File: src/rtl/fifo_pkg.sv
// Shared types and sizing helpers for the synchronous FIFO family.
package fifo_pkg;

  localparam int DEFAULT_DATA_W = 16;
  localparam int DEFAULT_DEPTH  = 16;

  typedef struct packed {
    logic overflow;
    logic underflow;
  } err_flags_t;

  // Pointer/level width: address bits plus one wrap bit.
  function automatic int ptr_width(input int depth);
    return $clog2(depth) + 1;
  endfunction

endpackage

File: src/rtl/sync_fifo_ram.sv
// Simple dual-port storage: one write port, one registered read port, no reset.
module sync_fifo_ram #(
  parameter  int DATA_W = 16,
  parameter  int DEPTH  = 16,
  localparam int ADDR_W = $clog2(DEPTH)
) (
  input  logic              clk,
  input  logic              wr_en,
  input  logic [ADDR_W-1:0] wr_addr,
  input  logic [DATA_W-1:0] wr_data,
  input  logic              rd_en,
  input  logic [ADDR_W-1:0] rd_addr,
  output logic [DATA_W-1:0] rd_data
);

  logic [DATA_W-1:0] mem_q [DEPTH];
  logic [DATA_W-1:0] rd_data_q;

  // Storage write and registered read; read data holds when rd_en is low.
  always_ff @(posedge clk) begin
    if (wr_en) begin
      mem_q[wr_addr] <= wr_data;
    end
    if (rd_en) begin
      rd_data_q <= mem_q[rd_addr];
    end
  end

  assign rd_data = rd_data_q;

endmodule

File: src/rtl/sync_fifo.sv
// Single-clock FIFO: pointers, level counter, flag decode and registered read.
// Optional sticky overflow/underflow flags are built when SYNC_FIFO_ERR_EN is defined.
module sync_fifo
  import fifo_pkg::*;
#(
  parameter  int DATA_W    = DEFAULT_DATA_W,
  parameter  int DEPTH     = DEFAULT_DEPTH,
  parameter  int AFULL_TH  = 12,
  parameter  int AEMPTY_TH = 2,
  localparam int ADDR_W    = $clog2(DEPTH),
  localparam int PTR_W     = ptr_width(DEPTH)
) (
  input  logic              clk,
  input  logic              rst_n,
  input  logic              wr_en,
  input  logic [DATA_W-1:0] wr_data,
  output logic              full,
  output logic              almost_full,
  input  logic              rd_en,
  output logic [DATA_W-1:0] rd_data,
  output logic              rd_valid,
  output logic              empty,
  output logic              almost_empty,
`ifdef SYNC_FIFO_ERR_EN
  output logic              overflow,
  output logic              underflow,
  input  logic              err_clr,
`endif
  output logic [ADDR_W:0]   level
);

  logic [PTR_W-1:0]  wr_ptr_q, wr_ptr_d;
  logic [PTR_W-1:0]  rd_ptr_q, rd_ptr_d;
  logic [PTR_W-1:0]  level_q, level_d;
  logic              rd_valid_q, rd_valid_d;
  logic              rd_seen_q, rd_seen_d;
  logic              wr_acc_s, rd_acc_s;
  logic              full_s, empty_s;
  logic [DATA_W-1:0] ram_rd_data_s;

  sync_fifo_ram #(
    .DATA_W (DATA_W),
    .DEPTH  (DEPTH)
  ) u_ram (
    .clk     (clk),
    .wr_en   (wr_acc_s),
    .wr_addr (wr_ptr_q[ADDR_W-1:0]),
    .wr_data (wr_data),
    .rd_en   (rd_acc_s),
    .rd_addr (rd_ptr_q[ADDR_W-1:0]),
    .rd_data (ram_rd_data_s)
  );

  // Flags come only from the registered level; accepts use those flags.
  always_comb begin
    full_s       = (level_q == PTR_W'(DEPTH));
    empty_s      = (level_q == {PTR_W{1'b0}});
    wr_acc_s     = wr_en & ~full_s;
    rd_acc_s     = rd_en & ~empty_s;
    wr_ptr_d     = wr_acc_s ? wr_ptr_q + PTR_W'(1) : wr_ptr_q;
    rd_ptr_d     = rd_acc_s ? rd_ptr_q + PTR_W'(1) : rd_ptr_q;
    rd_valid_d   = rd_acc_s;
    rd_seen_d    = rd_seen_q | rd_acc_s;
    level_d      = level_q;
    case ({wr_acc_s, rd_acc_s})
      2'b10:   level_d = level_q + PTR_W'(1);
      2'b01:   level_d = level_q - PTR_W'(1);
      default: level_d = level_q;
    endcase
  end

  // Control state; storage itself is never reset.
  always_ff @(posedge clk or negedge rst_n) begin
    if (!rst_n) begin
      wr_ptr_q   <= {PTR_W{1'b0}};
      rd_ptr_q   <= {PTR_W{1'b0}};
      level_q    <= {PTR_W{1'b0}};
      rd_valid_q <= 1'b0;
      rd_seen_q  <= 1'b0;
    end else begin
      wr_ptr_q   <= wr_ptr_d;
      rd_ptr_q   <= rd_ptr_d;
      level_q    <= level_d;
      rd_valid_q <= rd_valid_d;
      rd_seen_q  <= rd_seen_d;
    end
  end

  // The RAM output register has no reset, so read data is zero until a read lands after reset.
  assign rd_data      = rd_seen_q ? ram_rd_data_s : {DATA_W{1'b0}};
  assign rd_valid     = rd_valid_q;
  assign level        = level_q;
  assign full         = full_s;
  assign empty        = empty_s;
  assign almost_full  = (level_q >= PTR_W'(AFULL_TH));
  assign almost_empty = (level_q <= PTR_W'(AEMPTY_TH));

`ifdef SYNC_FIFO_ERR_EN
  err_flags_t err_q, err_d;

  // Sticky error flags; a new error in the same cycle wins over err_clr.
  always_comb begin
    err_d.overflow  = (wr_en & full_s)  | (err_q.overflow  & ~err_clr);
    err_d.underflow = (rd_en & empty_s) | (err_q.underflow & ~err_clr);
  end

  // Error flag register.
  always_ff @(posedge clk or negedge rst_n) begin
    if (!rst_n) begin
      err_q <= err_flags_t'(2'b00);
    end else begin
      err_q <= err_d;
    end
  end

  assign overflow  = err_q.overflow;
  assign underflow = err_q.underflow;
`endif

endmodule

File: config.mk
export PLATFORM = sky130hd
export DESIGN_NAME = sync_fifo
export DESIGN_NICKNAME = d
export VERILOG_FILES = /design/src/rtl/fifo_pkg.sv /design/src/rtl/sync_fifo_ram.sv /design/src/rtl/sync_fifo.sv
export SDC_FILE = /design/constraint.sdc
export NUM_CORES = 1
export LEC_CHECK = 0
export ABC_AREA = 1
export CORE_MARGIN = 2
export CORE_UTILIZATION = 65
export CTS_BUF_LIST = sky130_fd_sc_hd__clkbuf_4 sky130_fd_sc_hd__clkbuf_8
export CTS_CLUSTER_DIAMETER = 30
export DETAILED_ROUTE_END_ITERATION = 6
export DONT_BUFFER_PORTS = 1
export PLACE_DENSITY = 0.84
export SYNTH_ARGS = -nofsm -noshare
export SYNTH_HDL_FRONTEND = slang
export SYNTH_SLANG_ARGS = --single-unit
File: constraint.sdc
create_clock -name clk -period 4.7 [get_ports clk]
set_clock_uncertainty 0.1 [all_clocks]
set_input_delay 0.705 -clock clk [delete_from_list [all_inputs] [get_ports clk]]
set_output_delay 0.705 -clock clk [all_outputs]
set_load 0.01 [all_outputs]
==> metrics.txt, run 1 <==
Core Area=18,600 um^2; nets=around 1,200; routed via count=between 8,000 and 9,000; DP HPWL=between 15 and 20 mm; Setup Buffers After CTS=0; Most used DFF post-synth=edfxtp_1; overall power=7.91 mW; Static Leakage=5.62 nW; Tcrit/Tclk final=between 60% and 70%; Clock Sinks=287; Syn-to-layout area delta=7.99%; final WL=27.3 mm; Max-Cap Viols=0; #FFs+latches synth=287; ANT cells=0; GP Congestion=0.846; first drt pass iteration count=5; number of global-route vias before repair=8,132; CTS buffer count=between 40 and 50; Clock transition at path regs=60 ps; startpoint types=flip-flop; PwrDens=595 nW/um^2; IO Pins=46; Final TNS setup=0 ps; Crit Path Max Fanout=24; ANT nets after route=0; initial antenna violation count=1; kind of end point of the critical path=flip-flop; Initial Utilization=66.0%; Post-synth EDFFs=272; gr ovfl total=0; DRC=0; first-pass GRT wire length=42.3 mm; min Tclk post-route=2910 ps; Die X=~140 um; Mean Syn Cell Area=10.5 um^2; outcome=finished clean; GR Util met3=6.07%; Syn Inst Count=1,177; Filler cells=1,212; fmax=0.344 GHz; Hold Vio Cnt, Final=0; Slew HR=16.9%; Total Routing Usage GR=28.1%; crit path DAT=3260 ps; CTS H-tree lvls=2; Port-buffer cells=0; clk root buf=clkbuf_8; 1st-iter DRT viols=821; HP Class=in -> reg; Hold WS=141 ps; Top Usage Layer GRT=met2; ys async rst share=5.23%; unrepaired setup endpoints after global routing=no; largest net degree at the start of global routing=99; Die Y-Extent=142 um; Post-Syn Nets=1,207; CP required=5050 ps; Yosys cell types=24; met1 Use GR=34.8%; CTS tree=done; # resized after CTS=0; DR vias/cell=approximately 5.5; YS warnings=0; peak supply drop=0.000325 V; Row Count=50; kind of critical path=reg -> reg; CTS Hold Buffers Added=1; Pins Over Slew Limit=0; sequential area share after synthesis=69.4%; Wirelength per Cell=around 19 um; Clock Latency Late Sink=roughly 550 ps; Longest Clk Path Bufs=3; die area=between 20,000 and 25,000 um^2; grt met2 use=48.0%; final-report setup violation count=0; share of layout cells above drive strength 1=8.73%; Synth Cell Area=12,300 um^2; worst slew pin tran=1240 ps
## routing by layer
metal | up-vias | routed length (um)
li1 | 3817 | -
met1 | 3795 | 10300
met4 | 2 | 993
met2 | 393 | 13800
met3 | 79 | 2230
met5 | - | 13
## placed cells by master, fill, tap and decap left out, types with 2 or more instances in the layout
| cell type | netlist | layout |
|---|---|---|
| inv_2 | 2 | 2 |
| ha_1 | 9 | 9 |
| or2_2 | 2 | 2 |
| inv_1 | 133 | 133 |
| edfxtp_1 | 272 | 272 |
| clkinv_1 | 1 | 10 |
| dfrtp_1 | 15 | 14 |
| clkbuf_4 | 0 | 16 |
| xnor2_1 | 2 | 2 |
| nor2_2 | 0 | 12 |
| o21ai_0 | 11 | 11 |
| xor2_1 | 2 | 2 |
| nand3_1 | 105 | 105 |
| clkbuf_8 | 0 | 49 |
| clkinv_2 | 0 | 6 |
| buf_4 | 9 | 15 |
| nor2_1 | 118 | 106 |
| nand2_1 | 450 | 450 |
## worst max-delay path: stages, from the launching register on
cell and delay, ps:
dfrtp_1 480, nor2_1 100, nand3_1 110, nand2_1 100, inv_1 580, ha_1 380, inv_1 100, fa_1 360
inv_1 100, nand2_1 80, nand2_1 80, nand2_1 50, nand2_1 50, nand2_1 40, nand2_1 50, nand2_1 50
## Yosys cell counts, types with 2 or more instances
master / count / area share, %
xor2_1: 2 / 0.14
inv_1: 133 / 4.1
clkbuf_1: 5 / 0.15
buf_1: 4 / 0.12
buf_2: 19 / 0.77
nand2_1: 450 / 14
o21ai_0: 11 / 0.45
nand3_1: 105 / 4.3
xnor2_1: 2 / 0.14
dfrtp_1: 15 / 3.0
buf_4: 9 / 0.55
or2_2: 2 / 0.10
inv_2: 2 / 0.061
buf_6: 12 / 1.1
ha_1: 9 / 0.91
nor2_1: 118 / 3.6
edfxtp_1: 272 / 66
## final cells by class
cell class	instances	area, um^2	share of cell area [%]
clock buffers	65	795	5.98
clock inverters	16	71.3	0.536
inverters	137	517	3.89
multi-input cells	704	2950	22.2
flip-flops and latches	287	8550	64.3
well taps	234	293	2.20
repair buffers	16	123	0.922
## where the power goes
group          leakage (nW)  total, mW  switching, mW  internal (mW)
clock                 0.464       2.02          0.931           1.09
combinational          2.51       2.51           1.84          0.668
sequential             2.65       3.39          0.180           3.21
total                  5.62       7.91           2.95           4.96
## registers in the layout, summed over array words and instances (netlist names)
register	count
rd_seen_q	1
wr_ptr_q	4
u_ram.mem_q	256
rd_ptr_q	4
u_ram.rd_data	16
level	5
rd_valid	1
## final timing paths
path,depth (start not counted),end,start,slack (ps)
max in group asynchronous,1,rd_ptr_q[0],rst_n,3490
worst max register to register,15,level[4],level[1],1790
worst min-delay path,0,u_ram.mem_q[7][15],wr_data[15],140
min in group asynchronous,1,rd_ptr_q[2],rst_n,520
worst max-delay path,15,level[4],level[1],1790
worst min register to register,2,rd_ptr_q[2],rd_ptr_q[2],460
## cells by family after synthesis
family                     Yosys count  synth area share, %
DFF                                287                 69.4
buffers and inverters              186                 6.89
AOI/OAI and AO/OA                   12                0.488
xor gates and xnor gates             4                0.285
adders and majority gates           10                 1.08
and+or+nand+nor                    678                 21.9
## metrics by stage
step                      area (um^2)  utilization [%]  worst slack, ps  std cells
after floorplan                 12300                -             2120       1177
after CTS                       13300             71.3             1790       1459
final                           13300             71.3             1790       1459
after global placement          12400             66.6             1860       1377
after global routing            13300             71.3             1520       1459
after detailed placement        12400             66.6             1780       1377
Note: power is estimated with default switching activity, not from simulation.
==> inputs of run 2 (changes only) <==
--- a/config.mk
+++ b/config.mk
@@ -7,12 +7,12 @@
 export LEC_CHECK = 0
 export ABC_AREA = 1
 export CORE_MARGIN = 2
-export CORE_UTILIZATION = 65
+export CORE_UTILIZATION = 60
 export CTS_BUF_LIST = sky130_fd_sc_hd__clkbuf_4 sky130_fd_sc_hd__clkbuf_8
 export CTS_CLUSTER_DIAMETER = 30
 export DETAILED_ROUTE_END_ITERATION = 6
 export DONT_BUFFER_PORTS = 1
-export PLACE_DENSITY = 0.84
+export PLACE_DENSITY = 0.82
 export SYNTH_ARGS = -nofsm -noshare
 export SYNTH_HDL_FRONTEND = slang
 export SYNTH_SLANG_ARGS = --single-unit
==> constraint.sdc (replaced) <==
create_clock -name clk -period 2.4 [get_ports clk]
set_clock_uncertainty 0.1 [all_clocks]
set_input_delay 0.36 -clock clk [delete_from_list [all_inputs] [get_ports clk]]
set_output_delay 0.36 -clock clk [all_outputs]
set_load 0.01 [all_outputs]
==> run 2 against run 1 <==
Effect of this change: flip-flop and latch count stayed put; sequential share of layout area is 3.3 points lower; register-to-register slack worse by 1600 ps; fmax is 30% higher; sequential power is 96% higher; hold slack better by 68 ps; clock-buffer cell count is 2 higher; setup slack worse by 1600 ps; critical endpoint unchanged; highest routed layer is now met4.
==> metrics.txt, run 2 (synthesis gave the netlist of run 1 again) <==
Pins Over Slew Limit=0 (unchanged); CTS tree=done; crit path DAT=2560 ps (-700 ps); routed via count=8,228 (+1.8%); Hold WS=209 ps (+67.5 ps); DRC=0 (unchanged); Filler cells=1,371 (+13%); Total Routing Usage GR=26.4% (-1.7 points); Row Count=52 (+4.0%); Port-buffer cells=0 (unchanged); DR vias/cell=5.32 (-4.0%); first-pass GRT wire length=43.5 mm (+2.8%); largest register by flop count=u_ram.mem_q; kind of critical path=reg -> reg; Final TNS setup=0 ps (unchanged); unrepaired setup endpoints after global routing=no; outcome=finished clean; GP Congestion=0.842 (-0.50%); Syn-to-layout area delta=13.9%; Setup Buffers After CTS=0 (unchanged); Die Y-Extent=147 um (+4.0%); Static Leakage=5.91 nW (+5.2%); PnR worst setup slack=165 ps (-1620 ps); Core Area=20,200 um^2 (+8.2%); Multi-input gate area=3000 um^2 (+1.8%); CTS buffer count=50 (+4.2%); Worst R2R Path Depth=14 (-1); largest net degree at the start of global routing=57 (-42%); PwrDens=1180 nW/um^2 (+98%); Clock transition at path regs=60 ps (about the same); first drt pass iteration count=7 (+2); DP HPWL=16.8 mm (+8.1%); max FFs per register=256 (unchanged); IO Pins=46 (unchanged); gr ovfl total=0 (unchanged); Slew HR=49.4% (+33 points); min Tclk post-route=2230 ps (-676 ps); Clock Sinks=287 (unchanged); die area=21,700 um^2 (+8.1%); final-report setup violation count=0 (unchanged); 1st-iter DRT viols=787 (-4.1%); peak supply drop=0.000766 V (+140%); HP Class=in -> async; fmax=0.447 GHz (+30%); CP required=2730 ps (-2320 ps); share of layout cells above drive strength 1=11.9% (+3.2 points); overall power=16.5 mW (+110%); ANT nets after route=0 (unchanged); worst slew pin tran=756 ps (-489 ps); worst slack at placement=186 ps (-1600 ps); register area=8550 um^2 (about the same); kind of end point of the critical path=flip-flop; Max-Cap Viols=0 (unchanged); Crit Path Max Fanout=7 (-71%); Hold Vio Cnt, Final=0 (unchanged); Wirelength per Cell=18.1 um (-3.6%); Clock Latency Late Sink=560 ps (about the same); nets=1,268 (+3.6%); number of global-route vias before repair=8,206 (+0.91%); Tcrit/Tclk final=93.1% (+31 points); commonest cells after routing, fill and taps aside=nand2_1, edfxtp_1, inv_1; Die X=147 um (+4.0%); Initial Utilization=61.0% (-5.0 points); clk root buf=clkbuf_8; CTS H-tree lvls=2 (unchanged); startpoint types=flip-flop; initial antenna violation count=1 (unchanged); final WL=27.9 mm (+2.2%); commonest non-fill, non-tap cell in the layout=nand2_1; Finished Core Util=69.5% (-1.8 points); Longest Clk Path Bufs=3 (unchanged)
[run 2: changes by cell type in the layout (fill, tap and decap cells not counted), moves of 4 or more]
cell,previous run,this run
dlygate4sd3_1,1,19
clkinvlp_4,1,5
buf_4,15,32
buf_12,0,7
nor2_2,12,18
nor2_1,106,100
bufinv_16,0,4
[run 2: final timing paths]
| check | start | endpoint | slack [ps] |
|---|---|---|---|
| max | level[1] | level[4] | 170 |
| min | rst_n | wr_ptr_q[2] | 210 |
| min reg2reg | rd_ptr_q[2] | rd_ptr_q[2] | 480 |
| max in group asynchronous | rst_n | rd_ptr_q[0] | 1450 |
| max reg2reg | level[1] | level[4] | 170 |
| min in group clk | rd_ptr_q[2] | rd_ptr_q[2] | 480 |
[run 2: per-stage QoR]
stage	instance area [um^2]	cells
CTS	14000	1546
global route	14000	1547
floorplan	12400	1177
detailed placement	12800	1437
global placement	12800	1437
finish	14000	1547
[run 2: layout make-up]
cell class              count  share of cell area [%]
diodes                      1                  0.0178
clock buffers              67                    5.86
clock inverters            23                    1.54
inverters                 137                    3.71
multi-input cells         704                    21.4
flip-flops and latches    287                    61.0
well taps                 270                    2.41
repair buffers             58                    4.07
[run 2: worst max-delay path: stages, from the launching register on]
cell	delay [ps]
dfrtp_2	440
nor2_2	150
nand3_1	150
nand2_4	140
ha_4	190
inv_1	70
fa_1	360
inv_1	90
nand2_1	80
nand2_1	80
nand2_1	50
nand2_1	50
nand2_1	40
nand2_1	50
nand2_1	60
[run 2: per-layer routing]
layer / share of wire, % / GRT usage (%) / wire length (um)
met1: 39 / 34.4 / 10800
met2: 50 / 43.7 / 13900
met3: 8.2 / 4.97 / 2290
met4: 3.5 / 11.7 / 991
met5: 0 / 0 / 0
[run 2: what timing repair did]
item,CTS,global route
hold buffers,19,0
resized for setup,0,1
endpoints found under the setup margin,0,1
endpoints found under the hold margin,275,0
[run 2: power breakdown]
part	switching, mW	total (mW)	internal [mW]	leakage [nW]
combinational	3.71	5.34	1.63	2.73
sequential	0.351	6.63	6.27	2.64
clock	1.92	4.58	2.66	0.533
total	5.98	16.5	10.6	5.91
==> inputs of run 3 (changes only) <==
--- a/config.mk
+++ b/config.mk
@@ -6,6 +6,7 @@
 export NUM_CORES = 1
 export LEC_CHECK = 0
 export ABC_AREA = 1
+export CORE_ASPECT_RATIO = 0.6
 export CORE_MARGIN = 2
 export CORE_UTILIZATION = 60
 export CTS_BUF_LIST = sky130_fd_sc_hd__clkbuf_4 sky130_fd_sc_hd__clkbuf_8
==> run 3 against run 2 <==
Effect of this change: sequential power is 2% lower; hold slack better by 25 ps; register-to-register slack better by 40 ps; largest power group unchanged; critical path depth stayed put; flip-flop and latch count stayed put; power is 2.8% lower; critical path type unchanged; global-route usage is 2.1 points higher; setup slack better by 39 ps; design area is 1.2% lower.
==> metrics.txt, run 3 (synthesis gave the netlist of run 1 again) <==
CP dominant cell by count=nand2_1; fmax=0.455 GHz (+1.8%); 1st-iter DRT viols=1,221 (+55%); gr ovfl total=0 (unchanged); Clock transition at path regs=60 ps (about the same); met3 wire len=3.47 mm (+52%); worst reg2reg path endpoint=level[4]; final WL=29.5 mm (+5.7%); register area=8550 um^2 (unchanged); CTS tree=done; PwrDens=1160 nW/um^2 (-1.6%); Core Area=20,100 um^2 (-0.50%); commonest non-fill, non-tap cell in the layout=nand2_1; WP buf/inv=2 (unchanged); Max Used Layer=met5; Multi-input gate area=2990 um^2 (-0.33%); reg2reg start=level[1]; Initial Utilization=61.4% (+0.30 points); crit path DAT=2530 ps (-30 ps); Total Routing Usage GR=28.5% (+2.1 points); Hold WS=234 ps (+25.5 ps); routed via count=8,508 (+3.4%); Hold Vio Cnt, Final=0 (unchanged); Max-Cap Viols=0 (unchanged); commonest cells after routing, fill and taps aside=nand2_1, edfxtp_1, inv_1; CTS buffer count=43 (-14%); share of layout cells above drive strength 1=11.6% (-0.28 points); first-pass GRT wire length=46.3 mm (+6.4%); Die X=189 um (+28%); Row Count=40 (-23%); Clock Sinks=287 (unchanged); outcome=finished clean; Slew HR=39.2% (-10 points); reg2reg setup slack=200 ps (+40 ps); Syn-to-layout area delta=12.5%; CP endpoint=level[4]; Worst path depth=14 (unchanged); IO Pins=46 (unchanged); largest net degree at the start of global routing=85 (+49%); Worst Setup SP=level[1]; initial antenna violation count=2 (+1); CTS H-tree lvls=2 (unchanged); first drt pass iteration count=5 (-2); met1 WL=12.1 mm (+12%); Worst R2R Path Depth=14 (unchanged); Filler cells=1,401 (+2.2%); Crit Path Max Fanout=5 (-2); Worst path top cell family by delay=simple AND/OR/NAND/NOR gates; largest register by flop count=u_ram.mem_q; DR vias/cell=5.50 (+3.4%); nets=1,270 (+0.16%); number of global-route vias before repair=8,348 (+1.7%); worst slew pin tran=908 ps (+153 ps); slowest CP cell=dfrtp_2; DRC=0 (unchanged); Final TNS setup=0 ps (unchanged); die area=21,700 um^2 (+0.17%); clk root buf=clkbuf_8; Largest stage delay, worst path=440 ps (about the same); final-report setup violation count=0 (unchanged); kind of critical path=reg -> reg; Die Y-Extent=115 um (-22%); Finished Core Util=69.0% (-0.49 points); ANT nets after route=0 (unchanged); DP HPWL=18.2 mm (+8.5%); Clock Latency Late Sink=550 ps (about the same); CP required=2740 ps (about the same); metal2 WL=13.1 mm (-5.5%); unrepaired setup endpoints after global routing=no; Pins Over Slew Limit=0 (unchanged); startpoint types=flip-flop; Longest Clk Path Bufs=3 (unchanged); GP Congestion=0.874 (+3.8%); Static Leakage=5.85 nW (-1.0%); peak supply drop=0.000643 V (-16%); min Tclk post-route=2200 ps (-38.5 ps); worst-path cell chain=nor2_2, nand3_1, nand2_4, ha_4, inv_1, fa_1, inv_1, nand2_1, nand2_1, nand2_1, nand2_1, nand2_1, nand2_1, nand2_1; kind of end point of the critical path=flip-flop; Tcrit/Tclk final=91.5% (-1.6 points); Wirelength per Cell=19.1 um (+5.7%); HP Class=in -> async; Port-buffer cells=0 (unchanged); max FFs per register=256 (unchanged)
## run 3: cell count changes in the layout (fill, tap and decap cells not counted), sizes merged
cell / before / now
inv: 135 / 136
clkinvlp: 5 / 6
clkinv: 16 / 11
clkbuf: 67 / 60
diode: 1 / 2
bufinv: 4 / 1
buf: 39 / 48
## run 3: area by class of cell
cell class | count | area share, %
antenna | 2 | 0.0361
clock buffer | 60 | 5.24
clock inverter | 17 | 0.858
inverter | 137 | 3.76
multi-input combinational | 704 | 21.6
sequential | 287 | 61.7
tap | 273 | 2.47
timing repair buffer | 67 | 4.33
## run 3: worst reg2reg max path: stages, from the launching register on
cell and delay (ps):
dfrtp_2 440, nor2_2 170, nand3_1 170, nand2_4 140, ha_4 180, inv_1 70, fa_1 360, inv_1 80
nand2_1 70, nand2_1 80, nand2_1 50, nand2_1 50, nand2_1 50, nand2_1 50, nand2_1 40
## run 3: layer usage
metal  global-route usage, %  vias to the layer above
met4                    9.22                        2
met2                    44.3                      507
li1                        -                     3912
met5                       0                        -
met1                    40.6                     4005
met3                    6.53                       82
## run 3: repair_timing
item                                   4_1_cts  5_1_grt
gates resized for setup                      0        1
setup endpoints to repair                    0        1
hold buffers                                19        0
endpoints found under the hold margin      274        0
buffers inserted                             0        1
## run 3: stage by stage
stage	instances	total power, mW	worst slack [ps]	instance area (um^2)
2_1_floorplan	1177	10.4	50.4	12400
3_3_place_gp	1448	11.8	234	12800
3_5_place_dp	1448	12.0	197	12800
4_1_cts	1544	16.0	202	13800
5_1_grt	1545	17.0	13.1	13900
6_report	1547	16.1	204	13900
## run 3: worst min-delay path by stage
stage | startpoint | end | slack, ps | cells after the start
floorplan | rst_n | level[0] | -40 | 0
global placement | rst_n | level[3] | -30 | 0
detailed placement | rst_n | level[3] | -30 | 0
CTS | rst_n | wr_ptr_q[0] | 260 | 1
global route | rst_n | wr_ptr_q[0] | 280 | 1
finish | rst_n | level[3] | 230 | 1
## run 3: where the power goes
part           leakage [nW]  internal (mW)  switching [mW]
clock network         0.434           2.08            1.87
registers              2.64           6.27           0.258
logic                  2.77           1.60            4.00
